### src/rtl/div_pkg.sv
// Shared definitions for the sequential restoring divider: default operand
// widths (matching the 5x5 multiplier), FSM state encoding, the
// divide-by-zero quotient constant and the iteration counter width.
package div_pkg;

  localparam int DEF_DIVIDEND_W = 10;
  localparam int DEF_DIVISOR_W  = 5;

  typedef enum logic [1:0] {
    IDLE = 2'd0,
    RUN  = 2'd1,
    DONE = 2'd2
  } div_state_e;

  // All ones; truncated by the user to the quotient width.
  localparam logic [31:0] DBZ_QUOTIENT = '1;

  // Counter must hold 0..dividend_w.
  function automatic int div_cnt_w(input int dividend_w);
    return $clog2(dividend_w + 1);
  endfunction

endpackage

### src/rtl/div_step.sv
// One combinational restoring-division step: shift the next dividend bit
// into the partial remainder and subtract the divisor if it fits.
module div_step #(
  parameter int DIVISOR_W = 5
) (
  input  logic [DIVISOR_W-1:0] rem_in,
  input  logic                 bit_in,
  input  logic [DIVISOR_W-1:0] divisor,
  output logic [DIVISOR_W-1:0] rem_out,
  output logic                 q_bit
);

  // partial keeps the extra MSB so the compare never truncates.
  logic [DIVISOR_W:0]   partial;
  logic [DIVISOR_W-1:0] diff;

  // Trial subtraction; when it fits the true difference is < divisor,
  // so the low DIVISOR_W bits of the modular subtraction are exact.
  always_comb begin
    partial = {rem_in, bit_in};
    diff    = partial[DIVISOR_W-1:0] - divisor;
    q_bit   = (partial >= {1'b0, divisor});
    rem_out = q_bit ? diff : partial[DIVISOR_W-1:0];
  end

endmodule

### src/rtl/seq_divider.sv
// Iterative radix-2 restoring divider, one quotient bit per clock.
// Optional feature macro: DIV_SIGNED_EN (two's complement operands,
// quotient truncated toward zero, remainder takes the dividend's sign).
//
// Handshake: a request is accepted on a rising edge where start=1 and
// ready=1 (IDLE or DONE). start while busy is ignored. done pulses for one
// cycle when results land; quotient/remainder/div_by_zero then hold until
// the next completion (div_by_zero clears at accept).
module seq_divider
  import div_pkg::*;
#(
  parameter int DIVIDEND_W = DEF_DIVIDEND_W,
  parameter int DIVISOR_W  = DEF_DIVISOR_W
) (
  input  logic                  clock,
  input  logic                  reset_n,
  input  logic                  start,
  input  logic [DIVIDEND_W-1:0] dividend,
  input  logic [DIVISOR_W-1:0]  divisor,
  output logic                  ready,
  output logic                  busy,
  output logic                  done,
  output logic [DIVIDEND_W-1:0] quotient,
  output logic [DIVISOR_W-1:0]  remainder,
  output logic                  div_by_zero
);

  localparam int CNT_W = div_cnt_w(DIVIDEND_W);
  localparam logic [DIVIDEND_W-1:0] DBZ_Q    = DIVIDEND_W'(DBZ_QUOTIENT);
  localparam logic [CNT_W-1:0]      LAST_CNT = CNT_W'(DIVIDEND_W - 1);

  div_state_e             state_q, state_d;
  logic [CNT_W-1:0]       cnt_q, cnt_d;
  // dvd_q shifts dividend bits out at the top and quotient bits in at the bottom.
  logic [DIVIDEND_W-1:0]  dvd_q, dvd_d;
  logic [DIVISOR_W-1:0]   dvs_q, dvs_d;
  logic [DIVISOR_W-1:0]   rem_q, rem_d;
  logic [DIVIDEND_W-1:0]  quo_q, quo_d;
  logic [DIVISOR_W-1:0]   rmd_q, rmd_d;
  logic                   dbz_q, dbz_d;
  logic                   done_q, done_d;
`ifdef DIV_SIGNED_EN
  logic                   qneg_q, qneg_d;
  logic                   rneg_q, rneg_d;
`endif

  logic [DIVISOR_W-1:0]   step_rem;
  logic                   step_q;
  logic [DIVIDEND_W-1:0]  q_next;

  div_step #(.DIVISOR_W(DIVISOR_W)) u_step (
    .rem_in  (rem_q),
    .bit_in  (dvd_q[DIVIDEND_W-1]),
    .divisor (dvs_q),
    .rem_out (step_rem),
    .q_bit   (step_q)
  );

  assign q_next = {dvd_q[DIVIDEND_W-2:0], step_q};

  // State register and datapath registers, asynchronously cleared.
  always_ff @(posedge clock or negedge reset_n) begin
    if (!reset_n) begin
      state_q <= IDLE;
      cnt_q   <= '0;
      dvd_q   <= '0;
      dvs_q   <= '0;
      rem_q   <= '0;
      quo_q   <= '0;
      rmd_q   <= '0;
      dbz_q   <= 1'b0;
      done_q  <= 1'b0;
`ifdef DIV_SIGNED_EN
      qneg_q  <= 1'b0;
      rneg_q  <= 1'b0;
`endif
    end else begin
      state_q <= state_d;
      cnt_q   <= cnt_d;
      dvd_q   <= dvd_d;
      dvs_q   <= dvs_d;
      rem_q   <= rem_d;
      quo_q   <= quo_d;
      rmd_q   <= rmd_d;
      dbz_q   <= dbz_d;
      done_q  <= done_d;
`ifdef DIV_SIGNED_EN
      qneg_q  <= qneg_d;
      rneg_q  <= rneg_d;
`endif
    end
  end

  // Next-state logic: accept, iterate, and publish results on DONE entry.
  always_comb begin
    state_d = state_q;
    cnt_d   = cnt_q;
    dvd_d   = dvd_q;
    dvs_d   = dvs_q;
    rem_d   = rem_q;
    quo_d   = quo_q;
    rmd_d   = rmd_q;
    dbz_d   = dbz_q;
    done_d  = 1'b0;
`ifdef DIV_SIGNED_EN
    qneg_d  = qneg_q;
    rneg_d  = rneg_q;
`endif
    case (state_q)
      IDLE, DONE: begin
        if (start) begin
`ifdef DIV_SIGNED_EN
          dvd_d  = dividend[DIVIDEND_W-1] ? -dividend : dividend;
          dvs_d  = divisor[DIVISOR_W-1] ? -divisor : divisor;
          qneg_d = dividend[DIVIDEND_W-1] ^ divisor[DIVISOR_W-1];
          rneg_d = dividend[DIVIDEND_W-1];
`else
          dvd_d  = dividend;
          dvs_d  = divisor;
`endif
          rem_d  = '0;
          cnt_d  = '0;
          dbz_d  = 1'b0;
          if (divisor == '0) begin
            // No iteration needed: results are fixed constants.
            state_d = DONE;
            done_d  = 1'b1;
            quo_d   = DBZ_Q;
            rmd_d   = '0;
            dbz_d   = 1'b1;
          end else begin
            state_d = RUN;
          end
        end
      end
      RUN: begin
        dvd_d = q_next;
        rem_d = step_rem;
        cnt_d = cnt_q + CNT_W'(1);
        if (cnt_q == LAST_CNT) begin
          state_d = DONE;
          done_d  = 1'b1;
`ifdef DIV_SIGNED_EN
          quo_d   = qneg_q ? -q_next : q_next;
          rmd_d   = rneg_q ? -step_rem : step_rem;
`else
          quo_d   = q_next;
          rmd_d   = step_rem;
`endif
        end
      end
      default: state_d = IDLE;
    endcase
  end

  assign ready       = (state_q == IDLE) || (state_q == DONE);
  assign busy        = (state_q == RUN);
  assign done        = done_q;
  assign quotient    = quo_q;
  assign remainder   = rmd_q;
  assign div_by_zero = dbz_q;

endmodule

### config.mk
export PLATFORM = sky130hd
export DESIGN_NAME = seq_divider
export DESIGN_NICKNAME = d
export VERILOG_FILES = /design/src/rtl/div_pkg.sv /design/src/rtl/div_step.sv /design/src/rtl/seq_divider.sv
export SDC_FILE = /design/constraint.sdc
export NUM_CORES = 1
export LEC_CHECK = 0
export ABC_AREA = 1
export CAP_MARGIN = 20
export CORE_ASPECT_RATIO = 0.7
export CORE_MARGIN = 2
export CORE_UTILIZATION = 37
export DETAILED_ROUTE_END_ITERATION = 10
export REMOVE_ABC_BUFFERS = 1
export SLEW_MARGIN = 20
export SYNTH_ARGS = -nofsm -noshare
export SYNTH_HDL_FRONTEND = slang
export SYNTH_SLANG_ARGS = --single-unit
### constraint.sdc
create_clock -name clock -period 4 [get_ports clock]
set_input_delay 0.8 -clock clock [delete_from_list [all_inputs] [get_ports clock]]
set_output_delay 0.8 -clock clock [all_outputs]
set_load 0.02 [all_outputs]
# Yosys cells after proc, flatten, opt, wreduce, memory -nomap -nowiden

Cells that the tools add are included.
Widths: inputs -> output; s select.

Memories kept: 0
Memory bits (writable): 0
Bits in latches: 0
Flip-flop bits (word level): 43
Logic and storage cells: 50
Bits in read-only memories: 0
Output and inout bits: 19
Input bits: 18

Bitwise operators: 0
Magnitude comparators: 1
Eq/ne operators: 6
Div/mod/pow operators: 0
$mul: 0
Shifts and indexed selects: 0
Multiplexer cells: 23
Reduce and logical (&&, ||, !) cells: 9
Add/subtract/negate cells: 2

Operator list:

| kind                | count |
|---|---|
| $mux 10             | 4 |
| $pmux 10 s2         | 2 |
| $mux 5              | 5 |
| $pmux 5 s2          | 2 |
| $pmux 4 s2          | 1 |
| $ge 6x5->1          | 1 |
| $mux 2              | 3 |
| $reduce_and 2->1    | 3 |
| $logic_not 5->1     | 1 |
| $sub 5x5->5         | 1 |
| $add 4x1->4 const B | 1 |
| $eq 4x4->1 const B  | 1 |
| $mux 4              | 1 |
| $ne 2x2->1 const B  | 2 |
| $pmux 2 s2          | 1 |
| $reduce_and 4->1    | 1 |
| $mux 1              | 3 |
| $eq 2x1->1 const B  | 1 |
| $eq 2x2->1 const B  | 1 |
| $logic_not 2->1     | 1 |
| $ne 2x1->1 const B  | 1 |
| $pmux 1 s2          | 1 |
| $reduce_bool 2->1   | 1 |
| $reduce_or 2->1     | 1 |
| $logic_or 1x1->1    | 1 |

# Longest topological paths before layout

Word-level depth: 4
Mapped depth: 12
Gate-level depth less buffers: 12

# Hierarchy

A second synthesis with hierarchy kept.

Cell total of the unflattened synthesis: 256
Area, all modules: 2213.4 µm²

By module, submodules not included:

| module      | instances | seq. area each (µm²) | cells each | area each (µm²) |
|---|---|---|---|---|
| seq_divider | 1         | 1076.0               | 204        | 1899.3 |
| div_step    | 1         | 0.0                  | 52         | 314.1 |

# Worst setup path before layout

OpenSTA, ideal clock, no wires.

Path type: reg-to-reg
From: register dvs_q[0]
To: register rmd_q[3], in the netlist remainder[3]
Arrival: 1574 ps
Required time: 3935 ps
Stages on the path, launching flop included: 10
Buffers on the path: 0
Period minus slack after synthesis: 1639 ps
Library setup time: 65 ps
Path slack: 2361 ps
Cell sequence: dfrtp_1 ha_1 fa_1 nand2_1 nand3b_2 nand2_4 nand2_1 nand2_1 nand3_1 nand2_1

Longest elaborated chain between the ends: 4
Elaborated cells on any way between the ends: 5
Those cells by class: 1 x add/sub; 1 x order compare; 3 x mux

Ends and longest elaborated chain:

| item                                             | RTL line                       | RTL |
|---|---|---|
| start: declaration                               | seq_divider.sv:36              | `logic [DIVISOR_W-1:0] dvs_q, dvs_d;` |
| start signal: assignment                         | seq_divider.sv:81              | `dvs_q <= dvs_d;` |
| $sub 5x5->5 / $ge 6x5->1 (equally long branches) | div_step.sv:21, div_step.sv:22 |  |
| $mux 5 *                                         | div_step.sv:23                 | `rem_out = q_bit ? diff : partial[DIVISOR_W-1:0];` |
| $mux 5 *                                         | seq_divider.sv:140             | `if (cnt_q == LAST_CNT) begin` |
| $pmux 5 s2 *                                     | seq_divider.sv:109             | `case (state_q)` |
| end signal: assignment                           | seq_divider.sv:84              | `rmd_q <= rmd_d;` |
| end: declaration                                 | seq_divider.sv:39              | `logic [DIVISOR_W-1:0] rmd_q, rmd_d;` |

Every way passes the cells marked *; elsewhere a longest branch is shown, timed or not. The select of a mux whose other input is x is not followed.
A chain may end at the register's enable or synchronous reset.

# Worst setup path after layout

From: register state_q[0]
To: output port busy

Longest elaborated chain between the ends: 1

Ends and longest elaborated chain:

| item                     | RTL line           | RTL |
|---|---|---|
| start: declaration       | seq_divider.sv:32  | `div_state_e state_q, state_d;` |
| start signal: assignment | seq_divider.sv:78  | `state_q <= state_d;` |
| $eq 2x1->1               | seq_divider.sv:157 | `assign busy = (state_q == RUN);` |
| end: declaration         | seq_divider.sv:21  | `output logic busy,` |

No other way between the ends.

==> metrics.yaml <==
power:
  swShare_pct: 43.6
  clockPowerShare_pct: 14.8
  power.switching_mw: 1.04
  share_comb_of_total_power_pct: 53.4
  leakage_nw: 1.33
  p_seq_share_pct: 31.8
  powerDensity_nw_per_um2: 901
  ir_drop_mv: 0.369
  internal_power_mw: 1.35
sta:
  fmax_mhz: 394
  finalCriticalPeriod_ns: 2.54
  slew_headroom_pct: 37.0
  hold_viol: 0
  grt_setup_unrepaired: "no"
  finClkSkew_ns: 0.00193
  hold_slack_ns: 0.474
  setup_violations: 0
  fin_tns_setup_ns: 0
  fin_crit_sh_pct: 63.4
  slew_violations: 0
  worst_slew_pin_slew_ns: 0.945
grt:
  grtUsageTotal_pct: 15.4
  antenna_found_initial: 0
  grt_max_degree: 44
  grt_remaining_overflow: 0
  grt_pass1_wl_um: 7660
  grt_pass1_vias: 1647
critical_path:
  critical_path_required_ns: 3.20
  worstPathMaxFanout: 33
  arrival_ns: 1.74
  critPathLaunchType: "flip-flop"
  cp-end-kind: "primary output"
  crit_type: "reg2out"
die:
  start_util_pct: 37.9
  die_x_um: 95.1
  rows: 23
  coreArea_sq_um: 5670
  die_y_um: 67.8
  die_area_sq_um: 6450
  boundaryPins: 37
place:
  gp_congestion: 0.825
  hpwl_um: 3110
  postPlaceCellArea_sq_um: 2530
  portBuffers: 36
synth:
  synthCells: 251
  ys_seq_area_share_pct: 50.0
  syn_area_sq_um: 2150
  synth_cell_types: 30
  synth_edf_count: 0
  synth_common_cells: "91 x nand2_1, 43 x dfrtp_1, 29 x inv_1"
  yosysTopAreaCellShare_pct: 50.0
  synth_top_cell_by_area: "dfrtp_1"
  ys_ff_latch: 43
  synthMostInstantiatedCell: "nand2_1"
  async_flop_share_pct: 100
  ys.flop_type: "dfrtp_1"
  yosys-top-cells-area: "dfrtp_1 50%, nand2_1 16%, inv_1 5.1%"
  syn_area_per_cell_sq_um: 8.57
  synth.yosys.warnings: 0
layout:
  drive_gt1_share_pct: 7.32
  diodes: 0
  stdcell_area_sq_um: 2650
  nets: 312
  syn2layout_area_growth_pct: 23.3
clock_tree:
  clock-sinks: 43
  cts_buffer_depth: 2
  root_buffer: "clkbuf_8"
  h-tree-depth: 2
  path_clk_slew_ns: 0.08
  cts_tree: "yes"
  clk-insertion-delay-late_ns: 0.29
  post_cts_resized: 0
  post_cts_buffers: 0
  cts_buffers: 5
  ctsHoldBuffers: 0
drt:
  drc: 0
  via_per_inst: 4.71
  ant_nets: 0
  drt_iter0_markers: 87
  drtPass1Iterations: 4
  dr_total_vias: 1706
  routedWlPerCell_um: 12.2
  routed_wl_um: 4400
job:
  max_cap_violations: 0
outcome:
  status: "finished clean"
hold_path:
  hold_class: "reg2reg"
## metal layers
metal | global-route usage (%) | share of wire (%) | up-vias
li1 | - | - | 872
met3 | 4.13 | 4.0 | 6
met2 | 23.0 | 42 | 32
met4 | 4.35 | 0.82 | 0
met1 | 22.1 | 53 | 796
met5 | 0 | 0 | -
## flip-flops by register name (all words and copies together) (netlist names)
signal and flops:
dvd_q 10, quotient 10, dvs_q 5, rem_q 5, remainder 5, cnt_q 4
state_q 2, div_by_zero 1, done 1
## cell type report
cell class	count	area, sq um
multi-input combinational	167	875
inverter	33	134
fill	555	3020
clock inverter	2	35.0
timing repair buffer	36	355
sequential	43	1080
clock buffer	6	82.6
tap	75	93.8
## power groups by stage
stage / Combinational [mW] / Clock, mW / Sequential (mW)
finish: 1.27 / 0.353 / 0.759
global route: 1.46 / 0.385 / 0.788
CTS: 1.28 / 0.363 / 0.761
detailed placement: 1.27 / 0 / 0.766
global placement: 1.26 / 0 / 0.765
floorplan: 0.820 / 0 / 0.829
## worst max-delay path, cell delays in order (launching register included)
cell and delay [ns]:
dfrtp_1 0.45, nand2_4 0.12, clkinv_4 0.22, clkdlybuf4s50_1 0.65
## kinds of logic (layout without fill, tap and decap cells)
group,after synthesis,after routing,share of synthesized area (%)
adders and majority gates,8,8,5.00
AOI/OAI and AO/OA,36,36,10.4
buffers and inverters,41,77,9.31
xor gates and xnor gates,1,1,0.407
and+or+nand+nor,122,122,24.8
DFF,43,43,50.0
## cell usage in the layout, fill, tap and decap left out, types with 2 or more instances in the layout
cell type and n:
a21oi_1 3, nor2_1 5, nand3_1 14, nand4_1 4
o21ai_1 3, o211ai_1 10, dfrtp_1 43, clkbuf_8 6
ha_1 7, clkdlybuf4s50_1 35, o21ai_0 15, inv_1 29
inv_2 2, o22ai_1 2, nand2_4 3, nand2_1 91
## metrics by stage
step,power (mW),instances,util [%],setup WS (ns)
4_1_cts,2.41,362,46.8,1.45
2_1_floorplan,1.65,243,-,2.25
5_1_grt,2.63,362,46.8,1.36
6_report,2.39,362,46.8,1.46
3_3_place_gp,2.02,354,44.7,1.54
3_5_place_dp,2.04,354,44.7,1.50
## final timing paths
| check | startpoint | to | cells after the start | slack (ns) |
|---|---|---|---|---|
| setup reg to reg | dvs_q[0] | remainder[2] | 9 | 2.12 |
| hold / removal | quotient[7] | quotient[7] | 2 | 0.47 |
| min in group asynchronous | reset_n | rem_q[4] | 1 | 0.64 |
| max in group asynchronous | reset_n | cnt_q[0] | 1 | 2.77 |
| setup / recovery | state_q[0] | busy | 3 | 1.46 |
| hold reg to reg | quotient[7] | quotient[7] | 2 | 0.47 |
No activity file was read; power rests on OpenSTA's default activity.
==> variant, RTL diff (same flow settings) <==
Re-encode `div_state_e` (3 states) as one-hot, 3 bits wide.
--- a/src/rtl/div_pkg.sv
+++ b/src/rtl/div_pkg.sv
@@ -6,10 +6,10 @@
   localparam int DEF_DIVIDEND_W = 10;
   localparam int DEF_DIVISOR_W  = 5;
 
-  typedef enum logic [1:0] {
-    IDLE = 2'd0,
-    RUN  = 2'd1,
-    DONE = 2'd2
+  typedef enum logic [2:0] {
+    IDLE = 3'b001,
+    RUN  = 3'b010,
+    DONE = 3'b100
   } div_state_e;
 
   // All ones; truncated by the user to the quotient width.
Behaviour: same outputs for any inputs over 10 cycles, from zero or initial values and one cycle with reset_n low; not proved beyond that.
==> variant against the original RTL <==
Total power down 14%. Setup slack worse by 330 ps. First-iteration DRC count up 11%. Synthesized area up 3.2%. Routed wire length up 4.2%. Cell count up 2.5%. Sequential cell count up 1. Final area up 3.3%. Global-route usage down 0.53 points. Largest power group unchanged.
==> variant: results (changes against the original RTL) <==
| Metric | Value |
|---|---|
| Clock-net power | 374 uW (+5.9%) |
| Peak VDD IR | 0.2998 mV (-19%) |
| Max clock buf depth | 2 (unchanged) |
| First-pass GRT wire length | 7396 um (-3.4%) |
| Clock skew | 6.243 ps (+4.310 ps) |
| Met1 wire length | 2525 um (+7.6%) |
| Final net count | 321 (+2.9%) |
| Outcome | complete, no violations |
| GRT Total Usage | 14.91% (-0.53 points) |
| Pint | 1.206 mW (-10%) |
| Synth area leaders | dfrtp_1, nand2_1, nor2_1 |
| Initial DRT Pass Iterations | 4 (unchanged) |
| Synth top cells by count | nand2_1, dfrtp_1, nor2_1, inv_1, nand3_1 |
| Placement Setup Slack | 1478 ps (-26.28 ps) |
| Fin cells | 371 (+2.5%) |
| M3 GR Usage | 3.913% (-0.22 points) |
| GP Congestion | 0.7714 (-6.5%) |
| Vias in the first global route | 1601 (-2.8%) |
| Sequential area share after synthesis | 49.66% (-0.37 points) |
| Global Route met2 Usage | 21.88% (-1.1 points) |
| Worst Path Max Fanout | 36 (+9.1%) |
| Dpl cells | 363 (+2.5%) |
| Root Buffer | clkbuf_8 |
| Layout cells sized above 1 | 8.784% (+1.5 points) |
| DP HPWL | 3153 um (+1.4%) |
| Post-Syn Area per Cell | 8.537 um2 (-0.37%) |
| Initial DRC Count | 97 (+11%) |
| Lkg Pwr | 1.367 nW (+2.6%) |
| Ant diodes | 0 (unchanged) |
| Worst Hold Class | reg -> reg |
| Sequential share of power | 34.0% (+2.2 points) |
| Worst-Margin Slew | 559.5 ps (-385.6 ps) |
| Ys async rst share | 100.0% (unchanged) |
| Routing usage on met1 | 22.00% (-0.067 points) |
| # port buffers | 36 (unchanged) |
| Reg2reg start | state_q[2] |
| Reg2reg end | rem_q[1] |
| Final core occ | 47.57% (+0.80 points) |
| Final-layout fill cell count | 566 (+2.0%) |
| Min-delay src | cnt_q[3] |
| Hold path endpoint | cnt_q[3] |
| Resized Gates After CTS | 0 (unchanged) |
| Data arrival, critical path | 2070 ps (+330 ps) |
| Worst reg2reg setup slack | 1970 ps (-150 ps) |
| Hold path depth | 1 (-1) |
| DR WL/cell | 12.35 um (+1.7%) |
| Met3 WL post-DR | 191 um (+7.9%) |
| Max layer used | met4 |
| WL met2 | 1841 um (+0.11%) |
| Via count | 1760 (+3.2%) |
| Setup bufs post-CTS | 0 (unchanged) |
| Pin count of the biggest net entering global routing | 45 (+2.3%) |
| Cts bufs inserted | 5 (unchanged) |
| Post-synthesis cell type count | 29 (-3.3%) |
| Reg2Reg Depth | 8 (-1) |
-- variant: changes by cell type after synthesis, sizes merged, moves of 2 or more --
cell / unedited run / this run
nand3: 15 / 18
nand2: 94 / 67
nor2: 7 / 36
inv: 32 / 34
a21oi: 4 / 6
-- variant: worst max path at each step --
| stage | startpoint | endpoint | slack, ps | cells after the start |
|---|---|---|---|---|
| floorplan | state_q[2] | busy | 2250 | 3 |
| global placement | state_q[2] | busy | 1490 | 4 |
| detailed placement | state_q[2] | busy | 1480 | 4 |
| global route | state_q[2] | busy | 1040 | 4 |
| finish | state_q[2] | busy | 1130 | 4 |
| CTS | state_q[2] | busy | 1130 | 4 |
-- variant: final cells by class --
type                    instances  area [um2]  share of cell area, %
repair buffers                 36       357.8                  13.07
clock inverters                 1       30.03                  1.097
flip-flops and latches         44        1102                  40.27
clock buffers                   7       96.34                  3.519
inverters                      34       127.6                  4.662
well taps                      75       93.84                  3.428
multi-input cells             174       929.6                  33.96
-- variant: cell families (layout without fill, tap and decap cells) --
family,count (synthesis),count (layout),share of synthesized area [%]
XOR/XNOR,1,1,0.3947
multiplexers,1,1,0.5073
buffers and inverters,42,78,8.455
flip-flops,44,44,49.66
AND/OR/NAND/NOR,128,128,26.38
AO/OA/AOI/OAI,36,36,9.752
adder cells (fa/ha/maj),8,8,4.848
-- variant: critical path, cell delays in order (launching register included) --
cell             delay (ps)
dfrtp_1                 420
nor2_4                  150
inv_2                    80
nor2_8                  400
clkdlybuf4s50_1         710
-- variant: stage by stage --
stage	hold slack, ps	power (mW)	cell area [um2]
after floorplan	446.0	1.386	2160
after global placement	462.5	1.674	2609
after detailed placement	469.7	1.688	2609
after CTS	483.3	2.070	2735
after global routing	496.3	2.227	2738
final	482.6	2.053	2738
